File: src/rtl/iob_bus_arb2.sv
// -----------------------------------------------------------------------------
// iob_bus_arb2
// Two-master to one-slave IOb bus arbiter with a single outstanding transaction.
// Master 0 is the instruction port, master 1 the data port.
//
// Ports
//   clk_i, rst_i, cke_i        : clock, synchronous active-high reset, clock enable
//   mN_avalid/addr/wdata/wstrb : master N request (wstrb == 0 means read)
//   mN_ready_o                 : master N request accepted this cycle
//   mN_rvalid_o, mN_rdata_o    : master N read response (rdata is broadcast)
//   s_avalid/addr/wdata/wstrb  : shared slave request
//   s_ready_i, s_rvalid_i,
//   s_rdata_i                  : shared slave response
//   grant_o                    : one-hot current owner, zero when idle
// -----------------------------------------------------------------------------
module iob_bus_arb2 #(
   parameter int unsigned ADDR_W     = 32,
   parameter int unsigned DATA_W     = 32,
   parameter int unsigned FIXED_PRIO = 0
) (
   input  logic                  clk_i,
   input  logic                  rst_i,
   input  logic                  cke_i,

   input  logic                  m0_avalid_i,
   input  logic [ADDR_W-1:0]     m0_addr_i,
   input  logic [DATA_W-1:0]     m0_wdata_i,
   input  logic [DATA_W/8-1:0]   m0_wstrb_i,
   output logic                  m0_ready_o,
   output logic                  m0_rvalid_o,
   output logic [DATA_W-1:0]     m0_rdata_o,

   input  logic                  m1_avalid_i,
   input  logic [ADDR_W-1:0]     m1_addr_i,
   input  logic [DATA_W-1:0]     m1_wdata_i,
   input  logic [DATA_W/8-1:0]   m1_wstrb_i,
   output logic                  m1_ready_o,
   output logic                  m1_rvalid_o,
   output logic [DATA_W-1:0]     m1_rdata_o,

   output logic                  s_avalid_o,
   output logic [ADDR_W-1:0]     s_addr_o,
   output logic [DATA_W-1:0]     s_wdata_o,
   output logic [DATA_W/8-1:0]   s_wstrb_o,
   input  logic                  s_ready_i,
   input  logic                  s_rvalid_i,
   input  logic [DATA_W-1:0]     s_rdata_i,

   output logic [1:0]            grant_o
);

   localparam int unsigned STRB_W = DATA_W / 8;

   typedef enum logic [1:0] {
      IDLE = 2'd0,
      ADDR = 2'd1,
      RESP = 2'd2
   } state_t;

   state_t              state;
   logic                owner;       // 0 = m0, 1 = m1
   logic                last_grant;  // master served by the last completed transfer

   logic                pick_c;
   logic                own_avalid_c;
   logic [ADDR_W-1:0]   own_addr_c;
   logic [DATA_W-1:0]   own_wdata_c;
   logic [STRB_W-1:0]   own_wstrb_c;
   logic                in_addr_c;
   logic                in_resp_c;

   // Request fields of the current owner
   always_comb begin
      own_avalid_c = m0_avalid_i;
      own_addr_c   = m0_addr_i;
      own_wdata_c  = m0_wdata_i;
      own_wstrb_c  = m0_wstrb_i;
      if (owner) begin
         own_avalid_c = m1_avalid_i;
         own_addr_c   = m1_addr_i;
         own_wdata_c  = m1_wdata_i;
         own_wstrb_c  = m1_wstrb_i;
      end
   end

   // Arbitration: a lone requester wins; a tie goes to m1 under fixed
   // priority, otherwise to the master that did not win last time
   always_comb begin
      pick_c = 1'b0;
      if (m0_avalid_i && m1_avalid_i) begin
         if (FIXED_PRIO != 0) pick_c = 1'b1;
         else                 pick_c = ~last_grant;
      end else if (m1_avalid_i) begin
         pick_c = 1'b1;
      end
   end

   // Transaction FSM; reset wins over the clock enable
   always_ff @(posedge clk_i) begin
      if (rst_i) begin
         state      <= IDLE;
         owner      <= 1'b0;
         last_grant <= 1'b1;
      end else if (cke_i) begin
         case (state)
            IDLE: begin
               if (m0_avalid_i || m1_avalid_i) begin
                  owner <= pick_c;
                  state <= ADDR;
               end
            end
            ADDR: begin
               if (s_ready_i) begin
                  last_grant <= owner;
                  state      <= (|own_wstrb_c) ? IDLE : RESP;
               end else if (!own_avalid_c) begin
                  // owner withdrew an unaccepted request: abandon it
                  state <= IDLE;
               end
            end
            RESP: begin
               if (s_rvalid_i) state <= IDLE;
            end
            default: state <= IDLE;
         endcase
      end
   end

   assign in_addr_c = (state == ADDR);
   assign in_resp_c = (state == RESP);

   // Slave request path: address/data follow the owner, valid and strobes
   // only during the address phase
   assign s_avalid_o = in_addr_c;
   assign s_addr_o   = own_addr_c;
   assign s_wdata_o  = own_wdata_c;
   assign s_wstrb_o  = in_addr_c ? own_wstrb_c : STRB_W'(0);

   // Master handshakes: only the owner sees ready/rvalid
   assign m0_ready_o  = in_addr_c & ~owner & s_ready_i;
   assign m1_ready_o  = in_addr_c &  owner & s_ready_i;
   assign m0_rvalid_o = in_resp_c & ~owner & s_rvalid_i;
   assign m1_rvalid_o = in_resp_c &  owner & s_rvalid_i;

   // Read data is broadcast; rvalid qualifies it
   assign m0_rdata_o = s_rdata_i;
   assign m1_rdata_o = s_rdata_i;

   assign grant_o = (state == IDLE) ? 2'b00 : (owner ? 2'b10 : 2'b01);

endmodule
File: config.mk
export PLATFORM = sky130hd
export DESIGN_NAME = iob_bus_arb2
export DESIGN_NICKNAME = d
export VERILOG_FILES = /design/src/rtl/iob_bus_arb2.sv
export SDC_FILE = /design/constraint.sdc
export NUM_CORES = 1
export LEC_CHECK = 0
export CORE_AREA = 2 2 120 122
export DETAILED_ROUTE_END_ITERATION = 10
export DIE_AREA = 0 0 122 124
export MAX_ROUTING_LAYER = met4
export SYNTH_ARGS = -nofsm -noshare
export SYNTH_HDL_FRONTEND = slang
export SYNTH_SLANG_ARGS = --single-unit
export TNS_END_PERCENT = 50
File: constraint.sdc
create_clock -name clk_i -period 3.65 [get_ports clk_i]
set_clock_uncertainty 0.2 [all_clocks]
set_input_delay 0.5475 -clock clk_i [delete_from_list [all_inputs] [get_ports clk_i]]
set_output_delay 0.5475 -clock clk_i [all_outputs]
set_load 0.02 [all_outputs]
==> impl_table.tex <==
\begin{tabular}{lr}
\hline
Metric & Value \\
\hline
\multicolumn{2}{l}{\textbf{Status}} \\
\quad Result of the run & finished clean \\
\multicolumn{2}{l}{\textbf{Synthesis}} \\
\quad Largest area contributor in the netlist & mux2\_2 \\
\quad Portion of the post-synthesis area used by sequential elements & 0.0505 \\
\quad Number of instances in the synthesized netlist & around 180 \\
\quad Main area contributors after synthesis & mux2\_2, buf\_4, dfxtp\_1, mux2i\_1, nor2\_1 \\
\quad Dominant register cell in the synthesized netlist & dfxtp\_1 \\
\quad Number of nets in the synthesized netlist & 353 \\
\quad Post-synth top cells & buf\_4, mux2\_2, nor2\_1, mux2i\_1, dfxtp\_1 \\
\quad \#FFs+latches synth & 4 \\
\quad Count of flip-flops with a built-in enable after synthesis & 0 \\
\quad Number of different library cells in the post-synthesis netlist & 27 \\
\quad Most numerous cell in the Yosys netlist & buf\_4 \\
\quad Synthesized area per cell & 8.91 sq um \\
\quad Async S/R FF share, synth & 0 \\
\quad Number of warning messages in the yosys log & 0 \\
\quad Fraction of synthesized cell area taken by the top area cell type & 0.455 \\
\quad Cell area after synthesis & 1590 sq um \\
\multicolumn{2}{l}{\textbf{Critical path}} \\
\quad Kind of critical path & flip-flop to output pin \\
\quad CP bufs+invs & 2 \\
\quad Kind of start point of the critical path & flip-flop \\
\quad Data arrival time of the critical path & 2100 ps \\
\quad Largest fanout on the critical path & 29 \\
\quad Critical path's largest stage delay & 580 ps \\
\quad Nature of the critical path endpoint & output pin \\
\quad WP data required & 2900 ps \\
\quad Slowest-stage cell, CP & dfxtp\_4 \\
\quad Cell type group with the largest total delay on the critical path & buffers and inverters \\
\quad Cells traversed along the worst timing path & buf\_4 > mux2\_2 > clkdlybuf4s50\_1 \\
\quad Slack of the worst reg-to-reg path & 1990 ps \\
\multicolumn{2}{l}{\textbf{Timing}} \\
\quad Transition at the pin with the smallest max-transition slack & 398 ps \\
\quad Fin worst setup slack & between 800 and 900 ps \\
\quad Count of final setup violators & 0 \\
\quad Crit share post-route & 0.781 \\
\quad Setup repair after global routing missed its margin & no \\
\quad Final critical-path required period & 2850 ps \\
\quad Max-Slew Margin vs Limit & 0.734 \\
\quad Count of final max-slew check failures & 0 \\
\quad Achievable clock frequency & about 0.35 GHz \\
\quad Setup TNS & 0 ps \\
\quad Number of hold violations in the final report & 0 \\
\multicolumn{2}{l}{\textbf{CTS}} \\
\quad Clk slew on worst S/H paths & 30 ps \\
\quad H-tree Lvls & 1 \\
\quad TritonCTS Sinks & 4 \\
\quad Max Root-Sink Buffers & 2 \\
\quad Num CTS Buffers & 3 \\
\quad Count of instances resized after the clock tree is built & 0 \\
\quad Clock network latency to the later pin of the worst-skew pair & 230 ps \\
\quad Clock tree from TritonCTS & yes \\
\quad Clock tree root buffer cell & clkbuf\_16 \\
\quad Number of buffers inserted for hold repair after clock tree synthesis & 0 \\
\quad Post-CTS repair timing setup buffer count & 0 \\
\multicolumn{2}{l}{\textbf{Die}} \\
\quad Die height & around 120 um \\
\quad Starting utilization of the core area & 0.116 \\
\quad I/O pin cnt & 314 \\
\quad CORE AREA & approximately 14000 sq um \\
\quad Rows & 43 \\
\quad Die width & approximately 120 um \\
\quad Total Die Area & around 15000 sq um \\
\multicolumn{2}{l}{\textbf{Place}} \\
\quad Total instance count after detailed placement & 506 \\
\quad Estimated wirelength of the detail-placed design & 7270 um \\
\quad Count of buffers inserted at the top-level ports & 217 \\
\quad Instance area after placement & 3480 sq um \\
\quad Worst Setup Slack post-DPL & 988 ps \\
\quad Final RePlAce weighted congestion & 0.854 \\
\multicolumn{2}{l}{\textbf{Cells and area}} \\
\quad Share of post-route cells with drive strength above 1 & 0.224 \\
\quad Count of nets after finishing & between 500 and 600 \\
\quad Growth of design area from synthesis to finish & 124\% \\
\quad Final cell count without fillers & 510 \\
\quad Post-Layout Inst Area & approximately 3600 sq um \\
\quad Antenna diode instance count & 0 \\
\multicolumn{2}{l}{\textbf{Routing}} \\
\quad Post-DR wirelength/cell & between 15 and 20 um \\
\quad Number of DRC violations after detailed routing & 0 \\
\quad Post-route antenna net violation count & 0 \\
\quad Violation count after the first detailed-routing iteration & 18 \\
\quad Routed Wire Length & 8000 um \\
\quad Ratio of routed vias to standard cells & 3.61 \\
\quad First-pass iteration count of the detailed router & 4 \\
\quad Vias after detailed routing & 1843 \\
\multicolumn{2}{l}{\textbf{GRT}} \\
\quad Grt ovf & 0 \\
\quad Global-route usage over all layers & 0.0976 \\
\quad Pin count of the biggest net entering global routing & 30 \\
\quad Wire length of the first global-routing pass & between 10000 and 15000 um \\
\quad Number of antenna violations at the first check in global routing & 0 \\
\quad Vias in the first global route & 1870 \\
\multicolumn{2}{l}{\textbf{Power}} \\
\quad Cell leakage power & 1.25 nW \\
\quad P\_int & 0.483 mW \\
\quad Power Dens Cells & 196 nW/um\^{}2 \\
\quad Switch share & 0.306 \\
\quad Clk pwr share & 0.253 \\
\quad Portion of total power attributed to sequential cells & 0.079 \\
\quad Share of total power in combinational logic & 0.668 \\
\quad Switching Power & between 0.2 and 0.25 mW \\
\quad Worst IR Drop VDD & around 70 uV \\
\multicolumn{2}{l}{\textbf{Hold path}} \\
\quad Worst min-delay path class & flip-flop to flip-flop \\
\multicolumn{2}{l}{\textbf{Run}} \\
\quad Number of maximum-capacitance violations & 0 \\
\hline
\end{tabular}
## logic make-up after synthesis
family | count (synthesis) | synth area share
and+or+nand+nor | 23 | 0.0892
muxes | 69 | 0.486
AOI/OAI and AO/OA | 8 | 0.0332
buffers and inverters | 74 | 0.341
DFF | 4 | 0.0505
## power groups by stage
stage	Clock (mW)	Sequential (mW)	Combinational [mW]
2_1_floorplan	0	0.0490	0.281
3_3_place_gp	0	0.0551	0.469
3_5_place_dp	0	0.0554	0.470
4_1_cts	0.178	0.0548	0.473
5_1_grt	0.182	0.0559	0.490
6_report	0.176	0.0548	0.465
## cell usage in the layout, fill, tap and decap left out, types with 2 or more instances in the layout
cell / count
o21ai_0: 2
nor2_1: 9
mux2_2: 64
mux2i_1: 5
dfxtp_1: 3
inv_1: 2
clkdlybuf4s50_1: 217
and3_1: 2
buf_4: 3
clkbuf_16: 3
## area by class of cell
class	instances	area, sq um
clock buffer	4	78.8
fill	1465	10200
inverter	2	7.51
multi-input combinational	100	965
sequential	4	83.8
tap	180	225
timing repair buffer	220	2190
## through the flow
stage	hold WS (ps)	util	power, mW
6_report	270	0.259	0.696
5_1_grt	288	0.259	0.729
4_1_cts	274	0.259	0.706
3_5_place_dp	267	0.253	0.525
3_3_place_gp	253	0.253	0.524
2_1_floorplan	235	-	0.330
## per-layer routing
metal / vias to the layer above / GRT usage / wire, um / part of all wire
li1: 862 / - / - / -
met1: 802 / 0.103 / 2880 / 0.36
met2: 171 / 0.175 / 3890 / 0.49
met3: 8 / 0.0398 / 1170 / 0.15
met4: 0 / 0.0165 / 63 / 0.0079
met5: - / - / 0 / 0
## flip-flops by register name, indices dropped and copies added, names as in the netlist
signal and cells:
owner 1, state 2, last_grant 1
## worst paths after layout
| check | start | end | depth (start not counted) |
|---|---|---|---|
| hold / removal | last_grant$_SDFFE_PP1P_ | last_grant$_SDFFE_PP1P_ | 1 |
| setup reg to reg | owner$_SDFFE_PP0P_ | state[0]$_SDFFE_PP0P_ | 4 |
| hold reg to reg | last_grant$_SDFFE_PP1P_ | last_grant$_SDFFE_PP1P_ | 1 |
| setup / recovery | owner$_SDFFE_PP0P_ | s_addr_o[5] | 3 |
Note: power is estimated with default switching activity, not from simulation.
